File: src/rtl/serial_arith_pkg.sv
// Shared types and helpers for the bit-serial adder/subtractor.
package serial_arith_pkg;

  // Encoding 2'd3 is unused and recovers to IDLE.
  typedef enum logic [1:0] {
    IDLE = 2'd0,
    RUN  = 2'd1,
    DONE = 2'd2
  } state_t;

  function automatic int cnt_width(input int w);
    int n;
    n = 0;
    for (int i = 0; i < 32; i++) begin
      if ((1 << n) < w) n++;
    end
    return (n < 1) ? 1 : n;
  endfunction

endpackage

File: src/rtl/bit_serial_addsub_if.sv
// Operand/result handshake bundle for bit_serial_addsub, plus FSM state for observation.
interface bit_serial_addsub_if
  import serial_arith_pkg::*;
#(
  parameter int WIDTH = 8
);
  // Both sides: a transfer happens on a rising edge where valid && ready are both high.
  // in_ready is high only in IDLE; out_valid is high only in DONE and holds with its
  // payload until out_ready is seen.
  logic             in_valid;
  logic             in_ready;
  logic [WIDTH-1:0] a;
  logic [WIDTH-1:0] b;
  logic             sub;
  logic             cin;
  logic             out_valid;
  logic             out_ready;
  logic [WIDTH-1:0] result;
  logic             cout;
  logic             busy;
  state_t           fsm_state;

  modport slave (
    input  in_valid, a, b, sub, cin, out_ready,
    output in_ready, out_valid, result, cout, busy, fsm_state
  );

  modport master (
    output in_valid, a, b, sub, cin, out_ready,
    input  in_ready, out_valid, result, cout, busy, fsm_state
  );
endinterface

File: src/rtl/full_adder_df.sv
// Dataflow 1-bit full adder cell.
module full_adder_df (
  input  logic a,
  input  logic b,
  input  logic cin,
  output logic sum,
  output logic cout
);
  assign sum  = a ^ b ^ cin;
  assign cout = (a & b) | (a & cin) | (b & cin);
endmodule

File: src/rtl/bit_serial_addsub.sv
// Bit-serial add/subtract: one full-adder cell and a carry flop, LSB first, WIDTH cycles per op.
module bit_serial_addsub
  import serial_arith_pkg::*;
#(
  parameter int WIDTH = 8
) (
  input  logic               clk,
  input  logic               rst_n,
  bit_serial_addsub_if.slave bus
);
  localparam int CW = cnt_width(WIDTH);
  localparam logic [CW-1:0] LAST = CW'(WIDTH - 1);

  state_t           state;
  state_t           state_next;
  logic [WIDTH-1:0] a_sh;
  logic [WIDTH-1:0] b_sh;
  logic [WIDTH-1:0] res_sh;
  logic [WIDTH-1:0] res_next;
  logic             carry;
  logic             sub_q;
  logic [CW-1:0]    cnt;
  logic             fa_sum;
  logic             fa_cout;
  logic             accept;

  assign accept = bus.in_valid && (state == IDLE);

  full_adder_df u_fa (
    .a    (a_sh[0]),
    .b    (b_sh[0]),
    .cin  (carry),
    .sum  (fa_sum),
    .cout (fa_cout)
  );

  // New sum bit enters at the MSB; after WIDTH shifts the LSB has reached bit 0.
  assign res_next = WIDTH'({fa_sum, res_sh} >> 1);

  always_comb begin
    state_next = state;
    case (state)
      IDLE:    if (accept) state_next = RUN;
      RUN:     if (cnt == LAST) state_next = DONE;
      DONE:    if (bus.out_ready) state_next = IDLE;
      default: state_next = IDLE;
    endcase
  end

  always_ff @(posedge clk or negedge rst_n) begin
    if (!rst_n) begin
      state  <= IDLE;
      a_sh   <= '0;
      b_sh   <= '0;
      res_sh <= '0;
      carry  <= 1'b0;
      sub_q  <= 1'b0;
      cnt    <= '0;
    end else begin
      state <= state_next;
      if (accept) begin
        // Subtraction is a + ~b + ~bin; the final carry is then inverted into a borrow.
        a_sh  <= bus.a;
        b_sh  <= bus.sub ? ~bus.b : bus.b;
        carry <= bus.sub ? ~bus.cin : bus.cin;
        sub_q <= bus.sub;
        cnt   <= '0;
      end else if (state == RUN) begin
        carry  <= fa_cout;
        res_sh <= res_next;
        a_sh   <= a_sh >> 1;
        b_sh   <= b_sh >> 1;
        cnt    <= cnt + 1'b1;
      end
    end
  end

  assign bus.in_ready  = (state == IDLE);
  assign bus.out_valid = (state == DONE);
  assign bus.busy      = (state == RUN) || (state == DONE);
  assign bus.result    = res_sh;
  assign bus.cout      = sub_q ? ~carry : carry;
  assign bus.fsm_state = state;

endmodule
File: src/flat_wrapper.sv
// flat-port wrapper written by rule: the top's interface ports become plain ports
module bit_serial_addsub_flat import serial_arith_pkg::*;
#(
  parameter int WIDTH = 8
)
  (clk, rst_n, bus_in_valid, bus_a, bus_b, bus_sub, bus_cin, bus_out_ready, bus_in_ready, bus_out_valid, bus_result, bus_cout, bus_busy, bus_fsm_state);
  bit_serial_addsub_if #(.WIDTH(WIDTH)) bus_i ();
  input  logic clk;
  input  logic rst_n;
  input wire logic [$bits(bus_i.in_valid)-1:0] bus_in_valid;
  input wire logic [$bits(bus_i.a)-1:0] bus_a;
  input wire logic [$bits(bus_i.b)-1:0] bus_b;
  input wire logic [$bits(bus_i.sub)-1:0] bus_sub;
  input wire logic [$bits(bus_i.cin)-1:0] bus_cin;
  input wire logic [$bits(bus_i.out_ready)-1:0] bus_out_ready;
  output wire logic [$bits(bus_i.in_ready)-1:0] bus_in_ready;
  output wire logic [$bits(bus_i.out_valid)-1:0] bus_out_valid;
  output wire logic [$bits(bus_i.result)-1:0] bus_result;
  output wire logic [$bits(bus_i.cout)-1:0] bus_cout;
  output wire logic [$bits(bus_i.busy)-1:0] bus_busy;
  output wire logic [$bits(bus_i.fsm_state)-1:0] bus_fsm_state;
  assign bus_i.in_valid = bus_in_valid;
  assign bus_i.a = bus_a;
  assign bus_i.b = bus_b;
  assign bus_i.sub = bus_sub;
  assign bus_i.cin = bus_cin;
  assign bus_i.out_ready = bus_out_ready;
  assign bus_in_ready = bus_i.in_ready;
  assign bus_out_valid = bus_i.out_valid;
  assign bus_result = bus_i.result;
  assign bus_cout = bus_i.cout;
  assign bus_busy = bus_i.busy;
  assign bus_fsm_state = bus_i.fsm_state;
  bit_serial_addsub #(.WIDTH(WIDTH)) u_core (.clk(clk), .rst_n(rst_n), .bus(bus_i));
endmodule
File: config.mk
export PLATFORM = sky130hd
export DESIGN_NAME = bit_serial_addsub_flat
export DESIGN_NICKNAME = d
export VERILOG_FILES = /design/src/rtl/serial_arith_pkg.sv /design/src/rtl/bit_serial_addsub_if.sv /design/src/rtl/full_adder_df.sv /design/src/rtl/bit_serial_addsub.sv /design/src/flat_wrapper.sv
export SDC_FILE = /design/constraint.sdc
export NUM_CORES = 1
export LEC_CHECK = 0
export BUFFER_PORTS_ARGS = -buffer_cell sky130_fd_sc_hd__buf_2
export CAP_MARGIN = 40
export CORE_AREA = 8 8 61 63
export DETAILED_ROUTE_END_ITERATION = 10
export DIE_AREA = 0 0 69 71
export PLACE_DENSITY_LB_ADDON = 0.08
export SYNTH_ARGS = -nofsm -noshare
export SYNTH_HDL_FRONTEND = slang
export SYNTH_SLANG_ARGS = --single-unit
File: constraint.sdc
create_clock -name clk -period 2.4 [get_ports clk]
set_input_delay 0.6 -clock clk [delete_from_list [all_inputs] [get_ports clk]]
set_output_delay 0.6 -clock clk [all_outputs]
set_load 0.05 [all_outputs]
==> flow_metrics.tcl, run 1 <==
set metrics [dict create \
    status "complete, no violations" \
    cts.repair_timing.setup_buffer_count 0 \
    netlist-cell-type-count 19 \
    rows 20 \
    floorplan.die.height_um 71 \
    area_share_of_the_largest_cell_type_after_synthesis 0.515 \
    clock_latency_ns 0.31 \
    clock.fmax_ghz 0.489 \
    grt_first_pass_wirelength_um 4690 \
    dp_hpwl_um 1990 \
    synth.mux.area_fraction 0.195 \
    grt_util_all_layers 0.115 \
    holdBufCountCts 0 \
    postRouteWirelength_um 2690 \
    count_of_clock_tree_sinks 31 \
    wire_per_inst_um 13.6 \
    fraction_of_power_spent_switching_nets 0.465 \
    setup_repair_after_global_routing_missed_its_margin "no" \
    die_area_um2 4900 \
    post-route-period-util 0.852 \
    timing.clock.skew_ns 0.00591 \
    instances_no_fill 198 \
    clockPowerShare 0.096 \
    crit_path_max_fanout 8 \
    sequential_cell_area_um2 776 \
    fp.dieW_um 69 \
    largest_net_degree_at_the_start_of_global_routing 32 \
    final_period_minus_worst_setup_slack_ns 2.04 \
    syn-num-nets 159 \
    worstSetupStartpointType "flop" \
    post_synth.cell_area_avg_um2 11.6 \
    start_util 0.528 \
    synth_xor_xnor_area_share 0.0640 \
    pwr-share-comb 0.552 \
    cts_max_path_buffers 2 \
    synth-seq-area-share 0.515 \
    ant_nets 0 \
    p_int_mw 1.44 \
    yosysWarnings 0 \
    inserted_diodes 0 \
    fin_worst_hold_slack_ns 0.321 \
    post-synth-top-area-cell "sky130_fd_sc_hd__dfrtp_1" \
    area_delta_synth_final_pct 15.7 \
    totalNegativeSetupSlack_ns 0 \
    via_count 1025 \
    cts_tree "built" \
    finalNetCount 195 \
    setup_violations 0 \
    arrival_ns 1.44 \
    cp.required_ns 1.80 \
    gpl.final_weighted_congestion 0.767 \
    ios 36 \
    synth-async-reset-ratio 1.00 \
    cts.repair.resized 0 \
    sequential_group_share_of_total_power 0.352 \
    drt_first_pass_iters 4 \
    clock_tree.root_cell "sky130_fd_sc_hd__clkbuf_4" \
    multi_input_comb_area_um2 674 \
    number_of_flops_mapped_to_enable_cells_by_yosys 0 \
    synth_adder_area_share 0.0632 \
    initial_antenna_violation_count 0 \
    main_combinational_cell_family_by_area_after_synthesis "multiplexers" \
    worstMarginPinSlew_ns 0.680 \
    nFillCells 253 \
    cts_inserted_buffers 5 \
    critPathKind "reg -> out" \
    p_leak_nw 0.837 \
    synth_compound_gate_area_share 0.0698 \
    drt_iter0_drc 35 \
    drive_gt1_frac 0.327 \
    finalWorstSetupSlack_ns 0.355 \
    final_max_slew_viol_count 0 \
    post_synth_main_area_contributors "sky130_fd_sc_hd__dfrtp_1, sky130_fd_sc_hd__mux2i_1, sky130_fd_sc_hd__mux2_2" \
    path_clk_slew_ns 0.09 \
    residual_drc 0 \
    io_buffers 35 \
    via_count_of_the_first_global_routing_pass 1061 \
    htree_levels 2 \
    ir_drop_mv 1.35 \
    synth-seq-cells 31 \
    core-area_um2 2850 \
    synth_simple_gate_area_share 0.0557 \
    dpl_worst_slack_ns 0.499 \
    synth.top_cells.by_count "sky130_fd_sc_hd__dfrtp_1, sky130_fd_sc_hd__a21oi_1, sky130_fd_sc_hd__mux2i_1" \
    max-slew-margin-rel 0.547 \
    hold_violations 0 \
    maxCapViolations 0 \
    numPlacedInstances 192 \
    synthCells 130 \
    synth-main-ff-cell "sky130_fd_sc_hd__dfrtp_1" \
    globalRouteOverflowTotal 0 \
    post-synth-top-count-cell "sky130_fd_sc_hd__dfrtp_1" \
    avgViaCountPerCell 5.18 \
    critical_path_sink_type "output port" \
    min-delay-path-class "in -> async" \
    power_density_nw_per_um2 1540 \
    total_switching_power_mw 1.25 \
    syn-cell-area_um2 1510 \
    total_power_mw 2.68 \
]
==> critical path: stages, from the launching register on <==
cell,delay (ns)
sky130_fd_sc_hd__dfrtp_1,0.43
sky130_fd_sc_hd__inv_1,0.11
sky130_fd_sc_hd__ha_1,0.29
sky130_fd_sc_hd__buf_2,0.31
==> worst paths after layout <==
path,startpoint,to,slack (ns),cells past startpoint
max,u_core.bus.fsm_state[0]$_DFFE_PN0P_,bus_in_ready,0.36,3
min reg2reg,u_core.bus.result[0]$_DFFE_PN0P_,u_core.bus.result[0]$_DFFE_PN0P_,0.51,1
min in group clk,u_core.bus.result[0]$_DFFE_PN0P_,u_core.bus.result[0]$_DFFE_PN0P_,0.51,1
max reg2reg,u_core.bus.fsm_state[0]$_DFFE_PN0P_,u_core.a_sh[4]$_DFFE_PN0P_,0.50,6
min,rst_n,u_core.b_sh[5]$_DFFE_PN0P_,0.32,1
max in group asynchronous,rst_n,u_core.bus.fsm_state[1]$_DFFE_PN0P_,1.64,1
==> power groups by stage <==
stage | clock network [mW] | logic (mW) | registers, mW
5_1_grt | 0.292 | 1.61 | 0.986
3_3_place_gp | 0 | 1.48 | 0.942
3_5_place_dp | 0 | 1.51 | 0.960
2_1_floorplan | 0 | 0.936 | 1.22
6_report | 0.256 | 1.48 | 0.945
4_1_cts | 0.267 | 1.51 | 0.948
==> logic make-up (layout without fill, tap and decap cells) <==
group,count (synthesis),in the layout
flops,31,31
mux,28,28
compound gates,20,20
simple gates,20,20
buf+inv,13,48
xor+xnor,11,11
fa+ha+maj,7,7
==> placed cells by master, fill, tap and decap left out <==
cell type                  instances
sky130_fd_sc_hd__inv_1             4
sky130_fd_sc_hd__xnor2_1           2
sky130_fd_sc_hd__inv_2             1
sky130_fd_sc_hd__mux2i_1          17
sky130_fd_sc_hd__buf_2            35
sky130_fd_sc_hd__xor2_1            9
sky130_fd_sc_hd__nand3_1           1
sky130_fd_sc_hd__nor2_1           15
sky130_fd_sc_hd__clkbuf_4          5
sky130_fd_sc_hd__clkbuf_1          1
sky130_fd_sc_hd__a222oi_1          1
sky130_fd_sc_hd__nand2_1           2
sky130_fd_sc_hd__fa_1              1
sky130_fd_sc_hd__nand3b_1          2
sky130_fd_sc_hd__dfrtp_1          31
sky130_fd_sc_hd__ha_1              6
sky130_fd_sc_hd__mux2_2           11
sky130_fd_sc_hd__buf_4             2
sky130_fd_sc_hd__a21oi_1          18
sky130_fd_sc_hd__o21ai_0           1
==> stage by stage <==
step            util  area [µm²]
4_1_cts        0.611        1740
5_1_grt        0.611        1740
2_1_floorplan      -        1510
3_5_place_dp   0.596        1700
6_report       0.611        1740
3_3_place_gp   0.596        1700
==> state kept, by name, indices dropped and copies added (netlist names) <==
signal / flops
u_core.a_sh: 8
u_core.b_sh: 8
u_core.bus.fsm_state: 2
u_core.bus.result: 8
u_core.carry: 1
u_core.cnt: 3
u_core.sub_q: 1
==> cell type report <==
type,count,share of cell area
tap,33,0.0237
clock buffer,6,0.0237
sequential,31,0.445
timing repair buffer,37,0.109
multi-input combinational,86,0.387
inverter,5,0.0108
==> layer usage <==
metal	wire, µm	track usage	up-vias
li1	-	-	513
met1	1250	0.135	483
met2	1260	0.180	27
met3	166	0.0476	2
met4	15	0.0478	0
met5	0	0	-
(Power assumes the default switching activity.)
==> inputs of run 2 (changes only) <==
- BUFFER_PORTS_ARGS: -buffer_cell sky130_fd_sc_hd__buf_2 -> -buffer_cell sky130_fd_sc_hd__clkbuf_2
- CORE_AREA: 8 8 61 63 -> 8 8 60 62
- CTS_BUF_LIST: not set -> sky130_fd_sc_hd__clkbuf_2
- DIE_AREA: 0 0 69 71 -> 0 0 68 70
==> flow_metrics.tcl, run 2 (synthesized netlist as in run 1, its figures left out) <==
set metrics [dict create \
    status "complete, no violations" \
    initial_antenna_violation_count 0 \
    fp.dieW_um 68 \
    area_delta_synth_final_pct 17.0 \
    sequential_cell_area_um2 776 \
    count_of_clock_tree_sinks 31 \
    cp.required_ns 1.80 \
    gpl.final_weighted_congestion 0.765 \
    timing.reg2reg.setup_slack_ns 0.53 \
    power_density_nw_per_um2 1590 \
    dpl_worst_slack_ns 0.550 \
    ir_drop_mv 1.16 \
    crit_path_max_incr_delay_ns 0.44 \
    layout_common_cells "sky130_fd_sc_hd__clkbuf_2, sky130_fd_sc_hd__dfrtp_1, sky130_fd_sc_hd__a21oi_1" \
    via_count_of_the_first_global_routing_pass 1180 \
    hold_violations 0 \
    htree_levels 2 \
    postRouteWirelength_um 2800 \
    clock_tree.root_cell "sky130_fd_sc_hd__clkbuf_2" \
    grt_util_all_layers 0.134 \
    cts.repair.resized 0 \
    die_area_um2 4760 \
    avgViaCountPerCell 5.20 \
    inserted_diodes 0 \
    final_max_slew_viol_count 0 \
    setup_violations 0 \
    critical_path.reg2reg.endpoint "u_core.a_sh[0]$_DFFE_PN0P_" \
    clock.fmax_ghz 0.459 \
    min-delay-path-class "in -> async" \
    critPathKind "reg -> out" \
    layout_commonest_cell "sky130_fd_sc_hd__clkbuf_2" \
    drt_first_pass_iters 4 \
    finalWorstSetupSlack_ns 0.221 \
    cts_tree "built" \
    timing.rr.start "u_core.bus.fsm_state[1]$_DFFE_PN0P_" \
    totalNegativeSetupSlack_ns 0 \
    largest_net_degree_at_the_start_of_global_routing 32 \
    floorplan.die.height_um 70 \
    critical-path-slowest-cell "sky130_fd_sc_hd__dfrtp_1" \
    arrival_ns 1.58 \
    start_util 0.565 \
    fin_worst_hold_slack_ns 0.269 \
    globalRouteOverflowTotal 0 \
    post-route-period-util 0.908 \
    ant_nets 0 \
    finalNetCount 195 \
    cts_max_path_buffers 2 \
    setup_repair_after_global_routing_missed_its_margin "no" \
    nFillCells 222 \
    residual_drc 0 \
    worstSetupStartpointType "flop" \
    final_period_minus_worst_setup_slack_ns 2.18 \
    max-slew-margin-rel 0.501 \
    crit_path_max_fanout 8 \
    io_buffers 35 \
    cts.repair_timing.setup_buffer_count 0 \
    clock_latency_ns 0.36 \
    multi_input_comb_area_um2 674 \
    core-area_um2 2660 \
    rows 19 \
    critical_path_cell_sequence "inv_1 -> ha_1 -> clkbuf_2" \
    maxCapViolations 0 \
    grt_first_pass_wirelength_um 4970 \
    total_power_mw 2.79 \
    via_count 1030 \
    path_clk_slew_ns 0.16 \
    drive_gt1_frac 0.335 \
    cts_inserted_buffers 5 \
    ios 36 \
    timing.clock.skew_ns 0.0116 \
    wire_per_inst_um 14.1 \
    worstRegToRegCells 6 \
    dp_hpwl_um 2110 \
    drt_iter0_drc 26 \
    critical_path_sink_type "output port" \
    worstMarginPinSlew_ns 0.749 \
    holdBufCountCts 0 \
    p_leak_nw 0.858 \
]
-- run 2: cell count changes in the layout (fill, tap and decap cells not counted) --
cell | before | now
sky130_fd_sc_hd__bufinv_16 | 0 | 1
sky130_fd_sc_hd__clkbuf_2 | 0 | 40
sky130_fd_sc_hd__clkbuf_1 | 1 | 0
sky130_fd_sc_hd__clkinv_1 | 0 | 1
sky130_fd_sc_hd__clkinv_2 | 0 | 1
sky130_fd_sc_hd__buf_2 | 35 | 0
sky130_fd_sc_hd__clkbuf_4 | 5 | 0
-- run 2: cell type report --
cell class              count  share of cell area
flip-flops and latches     31               0.440
well taps                  31              0.0220
multi-input cells          86               0.383
clock inverters             3              0.0220
inverters                   5              0.0107
clock buffers               5              0.0142
repair buffers             37               0.108
-- run 2: critical path: cells and delay by family, from the launching register on --
| family | cells | cell delay (ns) |
|---|---|---|
| flip-flops | 1 | 0.44 |
| adder cells (fa/ha/maj) | 1 | 0.33 |
| buffers and inverters | 2 | 0.45 |
-- run 2: metal layers --
layer | up-vias | GRT usage | share of wire
met5 | - | 0 | 0
met4 | 0 | 0.0752 | 0.024
met3 | 8 | 0.0431 | 0.072
met2 | 28 | 0.216 | 0.48
met1 | 484 | 0.149 | 0.42
li1 | 510 | - | -
-- run 2: metrics by stage --
stage          utilization  cell area, µm²  instances
4_1_cts              0.662            1760        198
2_1_floorplan            -            1510        130
3_3_place_gp         0.638            1700        190
6_report             0.662            1760        198
5_1_grt              0.662            1760        198
3_5_place_dp         0.638            1700        190
-- run 2: power by group --
part	internal, mW	switching, mW
clock network	0.172	0.173
logic	0.547	0.951
registers	0.784	0.168
-- run 2: worst max path at each step --
stage | startpoint | endpoint | slack (ns) | cells after the start
floorplan | u_core.bus.fsm_state[0]$_DFFE_PN0P_ | u_core.bus.fsm_state[0]$_DFFE_PN0P_ | 0.09 | 5
global placement | u_core.bus.fsm_state[0]$_DFFE_PN0P_ | u_core.b_sh[1]$_DFFE_PN0P_ | 0.67 | 6
detailed placement | u_core.bus.fsm_state[1]$_DFFE_PN0P_ | u_core.a_sh[0]$_DFFE_PN0P_ | 0.55 | 6
CTS | u_core.bus.fsm_state[1]$_DFFE_PN0P_ | bus_in_ready | 0.19 | 3
global route | u_core.bus.fsm_state[0]$_DFFE_PN0P_ | bus_in_ready | 0.09 | 3
finish | u_core.bus.fsm_state[1]$_DFFE_PN0P_ | bus_in_ready | 0.22 | 3
